[src/rtl/imm_pkg.sv]
// Shared constants for the immediate-generation pipeline: RV32 major opcodes
// and the output format encoding.
package imm_pkg;

  localparam int FMT_W = 3;

  localparam logic [6:0] OP_IMM    = 7'b0010011;
  localparam logic [6:0] OP_LOAD   = 7'b0000011;
  localparam logic [6:0] OP_JALR   = 7'b1100111;
  localparam logic [6:0] OP_STORE  = 7'b0100011;
  localparam logic [6:0] OP_BRANCH = 7'b1100011;
  localparam logic [6:0] OP_LUI    = 7'b0110111;
  localparam logic [6:0] OP_AUIPC  = 7'b0010111;
  localparam logic [6:0] OP_JAL    = 7'b1101111;
  localparam logic [6:0] OP_OP     = 7'b0110011;

  typedef enum logic [FMT_W-1:0] {
    FMT_NONE = 3'd0,
    FMT_I    = 3'd1,
    FMT_S    = 3'd2,
    FMT_B    = 3'd3,
    FMT_U    = 3'd4,
    FMT_J    = 3'd5
  } fmt_e;

endpackage

[src/rtl/imm_decode.sv]
// Combinational instruction-to-immediate decoder: extracts the RV32 immediate
// field, sign-extends it from instr[31] to XLEN, and flags unknown opcodes.
module imm_decode
  import imm_pkg::*;
#(
  parameter int XLEN = 32
) (
  input  logic [31:0]     instr,
  output logic [XLEN-1:0] imm,
  output fmt_e            fmt,
  output logic            illegal
);

  if (XLEN != 32 && XLEN != 64) begin : g_xlen_chk
    $error("imm_decode: XLEN must be 32 or 64");
  end

  logic signed [31:0]     imm32;
  logic signed [XLEN-1:0] imm_ext;

  always_comb begin
    imm32   = '0;
    fmt     = FMT_NONE;
    illegal = 1'b0;
    if (instr[1:0] != 2'b11) begin
      illegal = 1'b1;
    end else begin
      case (instr[6:0])
        OP_IMM, OP_LOAD, OP_JALR: begin
          fmt   = FMT_I;
          imm32 = {{20{instr[31]}}, instr[31:20]};
        end
        OP_STORE: begin
          fmt   = FMT_S;
          imm32 = {{20{instr[31]}}, instr[31:25], instr[11:7]};
        end
        OP_BRANCH: begin
          fmt   = FMT_B;
          imm32 = {{19{instr[31]}}, instr[31], instr[7], instr[30:25], instr[11:8], 1'b0};
        end
        OP_LUI, OP_AUIPC: begin
          fmt   = FMT_U;
          imm32 = {instr[31:12], 12'b0};
        end
        OP_JAL: begin
          fmt   = FMT_J;
          imm32 = {{11{instr[31]}}, instr[31], instr[19:12], instr[20], instr[30:21], 1'b0};
        end
        OP_OP: begin
          fmt = FMT_NONE;
        end
        default: begin
          illegal = 1'b1;
        end
      endcase
    end
  end

  // Signed cast widens from bit 31, so U-type is sign-extended on RV64 too.
  assign imm_ext = XLEN'(imm32);
  assign imm     = imm_ext;

endmodule

[src/rtl/imm_gen_pipe.sv]
// Immediate generator with a 2-entry skid buffer on the result path and a
// saturating illegal-instruction counter.
module imm_gen_pipe
  import imm_pkg::*;
#(
  parameter int XLEN  = 32,
  parameter int TAG_W = 5,
  parameter int CNT_W = 8
) (
  input  logic             clk,
  input  logic             rst_n,
  input  logic             in_valid,
  output logic             in_ready,
  input  logic [31:0]      in_instr,
  input  logic [TAG_W-1:0] in_tag,
  output logic             out_valid,
  input  logic             out_ready,
  output logic [XLEN-1:0]  out_imm,
  output logic [FMT_W-1:0] out_fmt,
  output logic [TAG_W-1:0] out_tag,
  output logic             out_illegal,
  output logic [CNT_W-1:0] err_cnt
);

  if (XLEN != 32 && XLEN != 64) begin : g_xlen_chk
    $error("imm_gen_pipe: XLEN must be 32 or 64");
  end

  typedef struct packed {
    logic [XLEN-1:0]  imm;
    fmt_e             fmt;
    logic [TAG_W-1:0] tag;
    logic             illegal;
  } res_t;

  function automatic logic [CNT_W-1:0] sat_inc(input logic [CNT_W-1:0] v);
    return (&v) ? v : v + CNT_W'(1);
  endfunction

  // Stage p0: combinational decode of the incoming instruction
  logic [XLEN-1:0] dec_imm_p0;
  fmt_e            dec_fmt_p0;
  logic            dec_ill_p0;
  res_t            new_p0;

  imm_decode #(.XLEN(XLEN)) u_dec (
    .instr   (in_instr),
    .imm     (dec_imm_p0),
    .fmt     (dec_fmt_p0),
    .illegal (dec_ill_p0)
  );

  assign new_p0 = '{imm: dec_imm_p0, fmt: dec_fmt_p0, tag: in_tag, illegal: dec_ill_p0};

  // Stage p1: main entry drives the outputs, skid entry absorbs one extra result
  res_t             main_p1, skid_p1, main_n, skid_n;
  logic             mvld_p1, svld_p1, mvld_n, svld_n;
  logic [CNT_W-1:0] cnt_p1;
  logic             acc, deq;

  assign acc = in_valid && in_ready;
  assign deq = mvld_p1 && out_ready;

  always_comb begin
    mvld_n = mvld_p1;
    svld_n = svld_p1;
    main_n = main_p1;
    skid_n = skid_p1;
    if (deq) begin
      if (svld_p1) begin
        // in_ready is low whenever the skid is full, so no accept here
        main_n = skid_p1;
        svld_n = 1'b0;
      end else begin
        mvld_n = acc;
        if (acc) main_n = new_p0;
      end
    end else if (acc) begin
      if (mvld_p1) begin
        svld_n = 1'b1;
        skid_n = new_p0;
      end else begin
        mvld_n = 1'b1;
        main_n = new_p0;
      end
    end
  end

  always_ff @(posedge clk) begin
    if (!rst_n) begin
      mvld_p1 <= 1'b0;
      svld_p1 <= 1'b0;
      main_p1 <= '0;
      skid_p1 <= '0;
      cnt_p1  <= '0;
    end else begin
      mvld_p1 <= mvld_n;
      svld_p1 <= svld_n;
      main_p1 <= main_n;
      skid_p1 <= skid_n;
      if (acc && dec_ill_p0) cnt_p1 <= sat_inc(cnt_p1);
    end
  end

  assign in_ready    = !svld_p1;
  assign out_valid   = mvld_p1;
  assign out_imm     = main_p1.imm;
  assign out_fmt     = main_p1.fmt;
  assign out_tag     = main_p1.tag;
  assign out_illegal = main_p1.illegal;
  assign err_cnt     = cnt_p1;

endmodule

[config.mk]
export PLATFORM = sky130hd
export DESIGN_NAME = imm_gen_pipe
export DESIGN_NICKNAME = d
export VERILOG_FILES = /design/src/rtl/imm_pkg.sv /design/src/rtl/imm_decode.sv /design/src/rtl/imm_gen_pipe.sv
export SDC_FILE = /design/constraint.sdc
export NUM_CORES = 1
export LEC_CHECK = 0
export CORE_MARGIN = 10
export CORE_UTILIZATION = 50
export DETAILED_ROUTE_END_ITERATION = 8
export PLACE_DENSITY = 0.83
export SETUP_SLACK_MARGIN = 0.4
export SLEW_MARGIN = 40
export SYNTH_ARGS = -nofsm -noshare
export SYNTH_HDL_FRONTEND = slang
export SYNTH_SLANG_ARGS = --single-unit
export TNS_END_PERCENT = 100
[constraint.sdc]
create_clock -name clk -period 2 [get_ports clk]
set_input_delay 0.3 -clock clk [delete_from_list [all_inputs] [get_ports clk]]
set_output_delay 0.3 -clock clk [all_outputs]
set_load 0.02 [all_outputs]
==> flow_summary.toml <==
[synthesis]
ys_ff_latch = 92
syn_area_um2 = 4050
synth_edf_count = 0
yosys.area.top_type = "dfxtp_1"
synth-seq-area-share_pct = 45.5
synth_ff_type = "dfxtp_1"
async_reset_ff_share_pct = 0
synth_nets = 524
synth_top_area_share_pct = 45.5
yosys-top-cells-area = "dfxtp_1 (45%), a21oi_1 (7.4%), nand2_1 (7.4%), o21ai_0 (4.8%), o221ai_1 (4.1%)"
yosysUniqueCellTypes = 51
synthCells = 482
yosys_warnings = 0
avgSynthCellArea_um2 = 8.40

[routing]
drtPass1Iterations = 6
dr_total_vias = 4423
wl_per_cell_um = 20.1
ant_nets = 0
drc = 0
vias_per_cell = 6.29
drt-initial-drc-count = 444
routed_wl_um = 14200

[sta]
holdWs_ns = 0.425
rsz0062_at_grt = "yes"
fmax_ghz = 0.622
slew-limit-headroom_pct = 66.7
finalSetupTns_ns = 0
finClkSkew_ns = 0.00723
worst_slew_pin_slew_ns = 0.500
hold_viol = 0
drv_slew = 0
fin_crit_sh_pct = 80.4
fin_ws_ns = 0.392
finalSetupViolCount = 0
finalCriticalPeriod_ns = 1.61

[worst_hold_path]
min-delay-start = "rst_n"
hp-class = "in2reg"

[critical_path]
worstPathCellList = "clkdlybuf4s50_1 > inv_1 > nor4_1 > o311ai_0 > buf_4 > nand4_1 > and3_1"
endpoint_kind = "flip-flop"
crit_arrival_ns = 1.89
crit_type = "in2reg"
reg2reg_from = "svld_p1"
cp-startpoint = "in_instr[31]"
cp_slowest_stage_delay_ns = 0.53
critPathLaunchType = "input port"
crit_fanout = 5
slowest_stage = "clkdlybuf4s50_1"
worstPathRequired_ns = 2.28

[grt]
grt_util_all_layers_pct = 22.1
grt_max_degree = 40
antenna_found_initial = 0
overflow = 0
grt_pass1_vias = 4247
grt_pass1_wl_um = 21300

[outcome]
status = "finished, final reports clean"

[clocking]
tritoncts = "built"
cts_htree_levels = 3
clk_path_buf_depth = 2
clk_latency_ns = 0.38
numCtsBuffers = 9
cts_hold_buffers = 0
clk_pin_slew_ns = 0.09
clkSinkCount = 92
cts_root_buffer = "clkbuf_8"

[layout]
insertedDiodeCount = 0
drive_gt1_share_pct = 18.8
fillers = 560
fin_nets = 639
syn_to_final_growth_pct = 43.5
final_cells = 703
fin_util_pct = 74.4
fin_area_um2 = 5810

[flow_run]
drv_cap = 0

[placed_design]
port_buffers = 91
gp_congestion = 0.889
hpwl_um = 8990
dpl_worst_slack_ns = -0.190
postPlaceCellArea_um2 = 5370
post-place-cells = 679

[power_and_ir_drop]
p_switching_mw = 1.15
power_frac_seq_pct = 46.6
p_clk_share_pct = 36.0
vdd_drop_max_mv = 0.666
p_leak_nw = 2.39
p_total_mw = 4.22
powerDensity_nw_per_um2 = 726
switching_share_pct = 27.2
power_frac_comb_pct = 17.3
internal-power_mw = 3.07

[floorplan]
fp.dieH_um = 110
core_um2 = 7810
row_count = 32
die_area_um2 = 12100
die_w_um = 110
initial_core_util_pct = 51.9
io_pins = 92
## state kept, by name, summed over array words and instances (netlist names)
register	flops
svld_p1	1
out_fmt	3
out_valid	1
out_illegal	1
err_cnt	8
out_tag	5
out_imm	32
skid_p1	41
## synthesized netlist by cell type (all sizes together) (4+ instances only)
cell type	n
inv	4
and2	4
nand2	80
a21boi	17
o21ai	40
a31o	5
nor2	7
nand3	30
a31oi	12
mux2i	5
nand4	7
o211ai	6
clkbuf	28
a21oi	62
o211a	7
a22oi	4
nand2b	7
dfxtp	92
buf	13
o221ai	19
## repair_timing
item	CTS	global route
pin swaps	2	4
buffers inserted	8	1
endpoints found under the setup margin	131	88
gates resized for setup	74	30
## logic make-up (layout without fill, tap and decap cells)
group / Yosys count / count (layout) / share of synthesized area (%)
mux: 5 / 5 / 1.24
compound gates: 181 / 181 / 28.9
xor+xnor: 2 / 2 / 0.433
fa+ha+maj: 1 / 1 / 0.309
buf+inv: 45 / 164 / 4.82
simple gates: 156 / 156 / 18.9
flops: 92 / 92 / 45.5
## per-layer routing
metal	global-route usage, %	routed length [um]
met1	27.3	5520
met2	35.6	6860
met3	5.22	1320
met4	10.6	468
met5	0	0
## power by group through the flow
stage	logic (mW)	clock network, mW	registers, mW
6_report	0.731	1.52	1.97
5_1_grt	0.774	1.59	1.98
4_1_cts	0.700	1.51	1.96
3_5_place_dp	0.692	0	2.00
3_3_place_gp	0.673	0	2.00
2_1_floorplan	0.264	0	2.06
## final timing paths
| kind | to | slack, ns | cells past startpoint |
|---|---|---|---|
| hold reg to reg | skid_p1[17] | 0.46 | 2 |
| setup reg to reg | out_illegal | 0.41 | 6 |
| hold / removal | out_imm[22] | 0.42 | 3 |
| setup / recovery | out_imm[11] | 0.39 | 7 |
## layout by cell type, fill, tap and decap left out, types with 12 or more instances in the layout
| cell type | instances |
|---|---|
| a21boi_0 | 12 |
| a21oi_1 | 51 |
| buf_4 | 37 |
| clkdlybuf4s50_1 | 31 |
| dfxtp_1 | 89 |
| dlygate4sd2_1 | 54 |
| nand2_1 | 79 |
| nand3_1 | 28 |
| o21ai_0 | 39 |
| o221ai_1 | 19 |
## area by class of cell
cell class                 count  area [um^2]  area share (%)
multi-input combinational    345         2190            37.7
sequential                    92         1850            31.8
timing repair buffer         145         1400            24.1
tap                          102          128            2.20
clock buffer                   9          124            2.13
clock inverter                 6          111            1.92
inverter                       4         15.0           0.258
## critical path, delay by kind of cell
kind	cells	cell delay, ns
simple gates	3	0.31
buf+inv	3	0.86
compound gates	1	0.42
Power figures use the tool's default switching activity.
